==> config.mk <==
export PLATFORM = sky130hd
export DESIGN_NAME = db_arbiter
export DESIGN_NICKNAME = d
export VERILOG_FILES = /design/src/rtl/db_arbiter.sv
export SDC_FILE = /design/constraint.sdc
export NUM_CORES = 1
export LEC_CHECK = 0
export ABC_AREA = 1
export CAP_MARGIN = 20
export CORE_AREA = 10 10 107 109
export DETAILED_ROUTE_END_ITERATION = 7
export DIE_AREA = 0 0 117 119
export PLACE_DENSITY = 0.71
export SYNTH_ARGS = -nofsm -noshare
export SYNTH_HDL_FRONTEND = slang
export SYNTH_SLANG_ARGS = --single-unit
==> constraint.sdc <==
create_clock -name clk -period 3.9 [get_ports clk]
set_clock_uncertainty 0.15 [all_clocks]
set_input_delay 0.78 -clock clk [delete_from_list [all_inputs] [get_ports clk]]
set_output_delay 0.78 -clock clk [all_outputs]
set_load 0.02 [all_outputs]
==> src/rtl/db_arbiter.sv <==
// Two-master arbiter for the 32-bit memory data bus: fixed priority to M0 with
// an M1 anti-starvation limit, or round-robin when DBARB_RR_EN is defined.
`ifndef MEM_ACCESS_NONE
`define MEM_ACCESS_NONE 2'b00
`endif
`ifndef MEM_ACCESS_R
`define MEM_ACCESS_R 2'b01
`endif
`ifndef MEM_ACCESS_W
`define MEM_ACCESS_W 2'b10
`endif
`ifndef MEM_ACCESS_X
`define MEM_ACCESS_X 2'b11
`endif

module db_arbiter #(
    parameter int STARVE_LIMIT = 4,
    parameter int CNT_W        = 3
) (
    input  logic        clk,
    input  logic        res,
    input  logic [31:0] m0_addr,
    input  logic [31:0] m0_dataOut,
    input  logic [1:0]  m0_accessType,
    output logic        m0_ready,
    output logic [31:0] m0_dataIn,
    input  logic [31:0] m1_addr,
    input  logic [31:0] m1_dataOut,
    input  logic [1:0]  m1_accessType,
    output logic        m1_ready,
    output logic [31:0] m1_dataIn,
    output logic [31:0] db_addr,
    output logic [31:0] db_dataOut,
    output logic [1:0]  db_accessType,
    input  logic        db_ready,
    input  logic [31:0] db_dataIn,
    output logic [1:0]  gnt
);

    typedef enum logic [1:0] {
        IDLE = 2'b00,
        OWN0 = 2'b01,
        OWN1 = 2'b10
    } state_t;

    state_t state, state_next;
    logic   req0, req1;
    logic   done0, done1;
    logic   m1_wins;

    assign req0  = (m0_accessType != `MEM_ACCESS_NONE);
    assign req1  = (m1_accessType != `MEM_ACCESS_NONE);
    assign done0 = (state == OWN0) && req0 && db_ready;
    assign done1 = (state == OWN1) && req1 && db_ready;

`ifdef DBARB_RR_EN
    // Tie-break looks at the post-completion owner so alternation is immediate.
    logic last, last_next;

    always_comb begin
        last_next = last;
        if (done0)
            last_next = 1'b0;
        else if (done1)
            last_next = 1'b1;
    end

    assign m1_wins = (last_next == 1'b0);

    always_ff @(posedge clk or negedge res) begin
        if (!res)
            last <= 1'b1;
        else
            last <= last_next;
    end
`else
    // Tie-break uses the updated count, so the Nth M0 completion hands over at once.
    localparam logic [CNT_W-1:0] LIMIT = CNT_W'(STARVE_LIMIT);

    logic [CNT_W-1:0] starve_cnt, cnt_next;

    always_comb begin
        cnt_next = starve_cnt;
        if (done1 || !req1)
            cnt_next = '0;
        else if (done0 && starve_cnt != LIMIT)
            cnt_next = starve_cnt + 1'b1;
    end

    assign m1_wins = (cnt_next == LIMIT);

    always_ff @(posedge clk or negedge res) begin
        if (!res)
            starve_cnt <= '0;
        else
            starve_cnt <= cnt_next;
    end
`endif

    always_ff @(posedge clk or negedge res) begin
        if (!res)
            state <= IDLE;
        else
            state <= state_next;
    end

    always_comb begin
        state_next = state;
        case (state)
            IDLE: begin
                if (req0 && req1)
                    state_next = m1_wins ? OWN1 : OWN0;
                else if (req0)
                    state_next = OWN0;
                else if (req1)
                    state_next = OWN1;
            end
            OWN0: begin
                if (!req0)
                    state_next = IDLE;
                else if (done0 && req1 && m1_wins)
                    state_next = OWN1;
            end
            OWN1: begin
                if (!req1)
                    state_next = IDLE;
                else if (done1 && req0 && !m1_wins)
                    state_next = OWN0;
            end
            default: state_next = IDLE;
        endcase
    end

    // Only the owner sees the slave; an idle bus is parked at all-zero.
    always_comb begin
        db_addr       = '0;
        db_dataOut    = '0;
        db_accessType = `MEM_ACCESS_NONE;
        m0_ready      = 1'b0;
        m1_ready      = 1'b0;
        case (state)
            OWN0: begin
                db_addr       = m0_addr;
                db_dataOut    = m0_dataOut;
                db_accessType = m0_accessType;
                m0_ready      = db_ready;
            end
            OWN1: begin
                db_addr       = m1_addr;
                db_dataOut    = m1_dataOut;
                db_accessType = m1_accessType;
                m1_ready      = db_ready;
            end
            default: ;
        endcase
    end

    assign gnt       = {state == OWN1, state == OWN0};
    assign m0_dataIn = db_dataIn;
    assign m1_dataIn = db_dataIn;

endmodule

==> run summary, run 1 <==
Clock root cell -> clkbuf_8
Share of cells above drive strength 1 -> 3.093%
CP arrival -> 2.52 ns
I/O Buffers -> 204
GP Congestion -> 0.7971
Antenna violations before repair -> 0
RR Endpoint -> state[0]
Row cnt -> 36
DR vias/cell -> 4.312
Yosys top cell area share -> 31.48%
Setup slack on the worst flop-to-flop path -> 1.67 ns
Die W -> 117 um
Worst-Skew Late Latency -> 0.21 ns
Clk buf depth -> 2
Clock Pin Slew Worst Setup and Hold Paths -> 0.03 ns
Routed via count -> 2583
Final setup violation count -> 0
Max-Cap Viols -> 0
Crit-path cells -> inv_1 > ha_2 > buf_4 > nand2_1 > a21oi_1 > clkdlybuf4s50_1
# nets final -> 659
Worst hold slack -> 0.3906 ns
First drt pass iteration count -> 4
Htree depth -> 1
Area leader, netlist -> nand2_1
Sequential power share -> 4.6%
Overall routing resource usage -> 11.83%
Worst Hold Class -> reg -> reg
Placed Cells incl. Taps -> 595
Worst Path Buf+Inv -> 3
Clock power share -> 4.4%
Initial core utilization -> 19.54%
Routed WL -> 9.021 mm
Crit. Startpoint -> state[1]
Slowest cell on the critical path -> clkdlybuf4s50_1
VDD IR max -> 0.0003080 V
Crit Path Max Fanout -> 31
Post-synth EDFFs -> 0
Reg2reg path depth -> 11
Drt wl/cell -> 15.06 um
Final Hold Viols -> 0
Min cycle time layout -> 3.447 ns
Leak pwr -> 1.345 nW
Sw power -> 1.141 mW
RSZ-0062 raised after global routing -> no
Most common cell in the netlist -> nand2_1
Ant. Diodes -> 0
Hold_buf cts -> 0
Syn Area/Cell -> 5.177 um^2
Worst-Margin Slew -> 0.5477 ns
Gate Count Post-Synth -> 357
Syn Nets -> 530
FF+latch count, synth -> 5
Die Y -> 119 um
Setup TNS Final -> 0 ns
1st-iter DRT viols -> 107
Finished Layout Cells -> 599
Count of cell types in the netlist -> 15
DP HPWL -> 7.761 mm
P per Cell Area -> 583.3 mW/mm^2
Crit path launch type -> flip-flop
Required @ worst endpoint -> 2.97 ns
Syn. warnings -> 0
Part of the cycle the worst path needs -> 88.39%
Combinational share of power -> 90.9%
Vias in the first global route -> 2741
First-pass GRT wire length -> 13.52 mm
Die footprint -> 0.01392 mm^2
IO Pins -> 301
Sw Share -> 54.76%
Ys flop type -> dfrtp_1
Mapped Area -> 0.001848 mm^2
Top post-synthesis cells by area -> nand2_1 31%, buf_4 26%, a21oi_1 18%
TritonCTS clock tree -> done
Max Fclk -> 290.1 MHz
Most instantiated cells after synthesis -> 155 x nand2_1, 67 x a21oi_1, 64 x buf_4, 16 x clkbuf_1, 16 x inv_1
Cell depth of the worst setup path -> 6
Power Total -> 2.084 mW
Post-CTS Setup Bufs -> 0
Worst slew margin -> 63.43%
# DRC -> 0
Largest delay contributor family on the critical path -> buffers and inverters
Total grt overflow -> 0
CP endpoint kind -> output port
P_int -> 0.9428 mW
Sequential area share after synthesis -> 6.770%
Worst r2r src -> state[1]
CTS buffer count -> 3
Post-route ant nets -> 0
Crit path kind -> reg -> out
Core area -> 0.009459 mm^2
Slowest cell delay on critical path -> 0.66 ns
Post-CTS Resized -> 0
Status -> finished, final reports clean
Final Max Slew Viols -> 0
DP Area -> 0.003528 mm^2
CP endpoint -> db_addr[0]
Syn-to-layout area delta -> 93.37%
Asr flop ratio synth -> 100.0%
Clock sinks -> 5
Design area -> 0.003573 mm^2
Largest net degree at the start of global routing -> 38
-- power by group through the flow --
stage,combinational (mW),clock (mW),sequential [mW]
global route,2.07,0.0998,0.101
floorplan,1.14,0,0.0924
finish,1.90,0.0923,0.0968
CTS,1.93,0.0957,0.0970
detailed placement,1.93,0,0.0977
global placement,1.89,0,0.0947
-- worst min-delay path: cells and delay by family (launching register included) --
family / cells / cell delay [ns]
flops: 1 / 0.38
simple gates: 2 / 0.13
-- through the flow --
step	setup WS, ns	utilization (%)
4_1_cts	0.4271	37.78
2_1_floorplan	1.134	-
3_5_place_dp	0.6620	37.30
5_1_grt	0.2975	37.78
6_report	0.4527	37.78
3_3_place_gp	0.7327	37.30
-- placed cells by master, fill, tap and decap left out, drive strengths merged --
cell	n
nand2	155
a21oi	67
clkbuf	4
inv	19
nand4	1
buf	5
nor2	7
clkdlybuf4s50	204
ha	6
dfrtp	5
o21ai	1
nand3	11
-- cell families (layout without fill, tap and decap cells) --
family                     count (synthesis)  in the layout  synth area share, %
and+or+nand+nor                          174            174                36.63
buffers and inverters                    104            232                34.12
AOI/OAI and AO/OA                         68             68                18.42
adders and majority gates                  6              6                4.062
DFF                                        5              5                6.770
-- layout make-up --
| type | instances | area, um^2 |
|---|---|---|
| clock buffer | 4 | 45.04 |
| fill | 1013 | 5886 |
| inverter | 19 | 71.32 |
| multi-input combinational | 248 | 1097 |
| sequential | 5 | 125.1 |
| tap | 114 | 142.6 |
| timing repair buffer | 209 | 2092 |
-- sequential cells by signal, indices dropped and copies added (netlist names) --
register / count
starve_cnt: 3
state: 2
-- how the worst min path moves through the flow --
stage | from | endpoint | slack (ns) | depth (start not counted)
3_5_place_dp | state[1] | state[1] | 0.39 | 2
5_1_grt | state[1] | state[1] | 0.46 | 2
4_1_cts | state[1] | state[1] | 0.40 | 2
2_1_floorplan | res | starve_cnt[0] | 0.33 | 0
6_report | state[1] | state[1] | 0.39 | 2
3_3_place_gp | state[1] | state[1] | 0.37 | 2
-- layer usage --
metal	global-route usage, %	routed length (um)
met3	8.936	1601
met2	20.40	4267
met5	0	0
met4	2.859	120
met1	10.72	3032
Power figures use the tool's default switching activity.
==> run 2, diff against run 1 <==
--- a/config.mk
+++ b/config.mk
@@ -10,6 +10,7 @@
 export CORE_AREA = 10 10 107 109
 export DETAILED_ROUTE_END_ITERATION = 7
 export DIE_AREA = 0 0 117 119
+export GPL_ROUTABILITY_DRIVEN = 0
 export PLACE_DENSITY = 0.71
 export SYNTH_ARGS = -nofsm -noshare
 export SYNTH_HDL_FRONTEND = slang
==> constraint.sdc (replaced) <==
create_clock -name clk -period 4.29 [get_ports clk]
set_clock_uncertainty 0.15 [all_clocks]
set_input_delay 0.858 -clock clk [delete_from_list [all_inputs] [get_ports clk]]
set_output_delay 0.858 -clock clk [all_outputs]
set_load 0.02 [all_outputs]
==> run 2 against run 1 <==
  * Wire length increased by 3.2%
  * Combinational power decreased by 8%
  * Sequential power decreased by 9.4%
  * Design area increased by 0.28%
  * Highest routed layer unchanged
==> run summary, run 2 (synthesized netlist as in run 1, its figures left out) <==
Syn-to-layout area delta -> 93.91% (was 93.37%)
Antenna violations before repair -> 0 (unchanged)
Setup TNS Final -> 0 ns (unchanged)
Clock sinks -> 5 (unchanged)
DR vias/cell -> 4.462 (was 4.312)
Clk buf depth -> 2 (unchanged)
Overall routing resource usage -> 12.22% (was 11.83%)
Final Core Density -> 37.88% (was 37.78%)
Fill count -> 1008 (was 1013)
Max-Cap Viols -> 0 (unchanged)
Sw Share -> 54.52% (was 54.76%)
Required @ worst endpoint -> 3.28 ns (was 2.97 ns)
Most common cell after layout, fill and taps aside -> clkdlybuf4s50_1 (unchanged)
First drt pass iteration count -> 6 (was 4)
Post-CTS Setup Bufs -> 0 (unchanged)
GR Layer Usage met2 -> 21.91% (was 20.40%)
Crit Path Max Fanout -> 37 (was 31)
Routed via count -> 2664 (was 2583)
CTS buffer count -> 3 (unchanged)
Worst slew margin -> 54.00% (was 63.43%)
Hold depth -> 2 (unchanged)
CP endpoint kind -> output port (unchanged)
Met3 Use GR -> 7.932% (was 8.936%)
Leak pwr -> 1.341 nW (was 1.345 nW)
Sequential cell area -> 125.1 um^2 (unchanged)
P per Cell Area -> 535.9 mW/mm^2 (was 583.3 mW/mm^2)
CP arrival -> 2.53 ns (was 2.52 ns)
Final Hold Viols -> 0 (unchanged)
IO Pins -> 301 (unchanged)
Routing usage on met1 -> 11.22% (was 10.72%)
Max Fclk -> 283.0 MHz
DP HPWL -> 7.891 mm (was 7.761 mm)
P_int -> 0.8734 mW (was 0.9428 mW)
Final Max Slew Viols -> 0 (unchanged)
Gr busiest metal -> met2 (unchanged)
Worst-Margin Slew -> 0.6900 ns (was 0.5477 ns)
Multi-input gate area -> 0.001097 mm^2 (unchanged)
Drt wl/cell -> 15.59 um (was 15.06 um)
Die Y -> 119 um (unchanged)
Max FFs per register -> 3 (unchanged)
Largest net degree at the start of global routing -> 38 (unchanged)
Crit path kind -> reg -> out (unchanged)
Clock root cell -> clkbuf_8 (unchanged)
Most frequent cells in the layout -> 204 x clkdlybuf4s50_1, 155 x nand2_1, 67 x a21oi_1, 16 x inv_1, 10 x nand3_1 (unchanged)
RR Endpoint -> state[1] (was state[0])
Htree depth -> 1 (unchanged)
First-pass GRT wire length -> 14.03 mm (was 13.52 mm)
Worst r2r src -> state[1] (unchanged)
Combinational share of power -> 90.9% (about the same)
Worst Hold Class -> reg -> reg (unchanged)
I/O Buffers -> 204 (unchanged)
Post-route ant nets -> 0 (unchanged)
End of the worst hold path -> state[1] (unchanged)
Hold wc startpoint -> state[1] (unchanged)
Top flop regs -> starve_cnt: 3 flops, state: 2 flops (unchanged)
Final setup violation count -> 0 (unchanged)
Share of cells above drive strength 1 -> 2.692% (was 3.093%)
TritonCTS clock tree -> done (unchanged)
# DRC -> 0 (unchanged)
Worst-Skew Late Latency -> 0.22 ns (was 0.21 ns)
Power Total -> 1.920 mW (was 2.084 mW)
Sequential power share -> 4.6% (about the same)
Die footprint -> 0.01392 mm^2 (unchanged)
Reg2reg path depth -> 12 (was 11)
Total grt overflow -> 0 (unchanged)
Min cycle time layout -> 3.534 ns
Initial core utilization -> 19.54% (unchanged)
Vias in the first global route -> 2822 (was 2741)
1st-iter DRT viols -> 96 (was 107)
Crit path launch type -> flip-flop (unchanged)
Routed WL -> 9.306 mm (was 9.021 mm)
Setup slack on the worst flop-to-flop path -> 1.57 ns (was 1.67 ns)
Status -> finished, final reports clean (unchanged)
Core area -> 0.009459 mm^2 (unchanged)
# nets final -> 657 (was 659)
Part of the cycle the worst path needs -> 82.37%
Post-CTS Resized -> 0 (unchanged)
VDD IR max -> 0.0002680 V (was 0.0003080 V)
Clock Pin Slew Worst Setup and Hold Paths -> 0.04 ns (was 0.03 ns)
Most flops, register -> starve_cnt (unchanged)
Hold_buf cts -> 0 (unchanged)
Sw power -> 1.047 mW (was 1.141 mW)
RSZ-0062 raised after global routing -> no (unchanged)
Die W -> 117 um (unchanged)
Clock power share -> 4.5% (was 4.4%)
Ant. Diodes -> 0 (unchanged)
Row cnt -> 36 (unchanged)
[run 2: how the worst max path moves through the flow]
stage | start | end | slack [ns] | depth (start not counted)
final | state[1] | db_addr[25] | 0.76 | 6
after global routing | state[0] | db_dataOut[2] | 0.59 | 6
after CTS | state[1] | db_addr[25] | 0.72 | 6
after detailed placement | state[1] | db_addr[25] | 0.96 | 6
after global placement | state[1] | db_dataOut[21] | 1.01 | 6
after floorplan | state[1] | db_dataOut[14] | 1.45 | 6
[run 2: stage by stage]
step | setup WS, ns | hold slack [ns] | instances | area [um^2]
finish | 0.7565 | 0.4102 | 597 | 3583
global route | 0.5852 | 0.4487 | 597 | 3583
CTS | 0.7164 | 0.4113 | 597 | 3583
floorplan | 1.446 | 0.3482 | 357 | 1848
detailed placement | 0.9635 | 0.3964 | 593 | 3538
global placement | 1.008 | 0.3696 | 593 | 3538
[run 2: cell type report]
type,instances,area share (%)
inverter,19,1.990
clock buffer,4,1.257
tap,114,3.980
timing repair buffer,207,58.66
multi-input combinational,248,30.62
sequential,5,3.492
[run 2: metal layers]
layer | share of wire [%] | up-vias
met5 | 0 | -
met1 | 35 | 1180
li1 | - | 1306
met2 | 49 | 160
met3 | 15 | 18
met4 | 1.1 | 0
[run 2: power groups by stage]
stage	clock network (mW)	registers (mW)	logic [mW]
2_1_floorplan	0	0.0840	1.04
3_3_place_gp	0	0.0864	1.74
3_5_place_dp	0	0.0882	1.77
4_1_cts	0.0899	0.0875	1.78
5_1_grt	0.0952	0.0914	1.90
6_report	0.0873	0.0877	1.75
[run 2: worst max-delay path, stage by stage (launching register included)]
cell and delay (ns):
dfrtp_1 0.41, inv_1 0.09, ha_2 0.62, buf_12 0.28
nand2_1 0.07, a21oi_1 0.17, clkdlybuf4s50_1 0.64
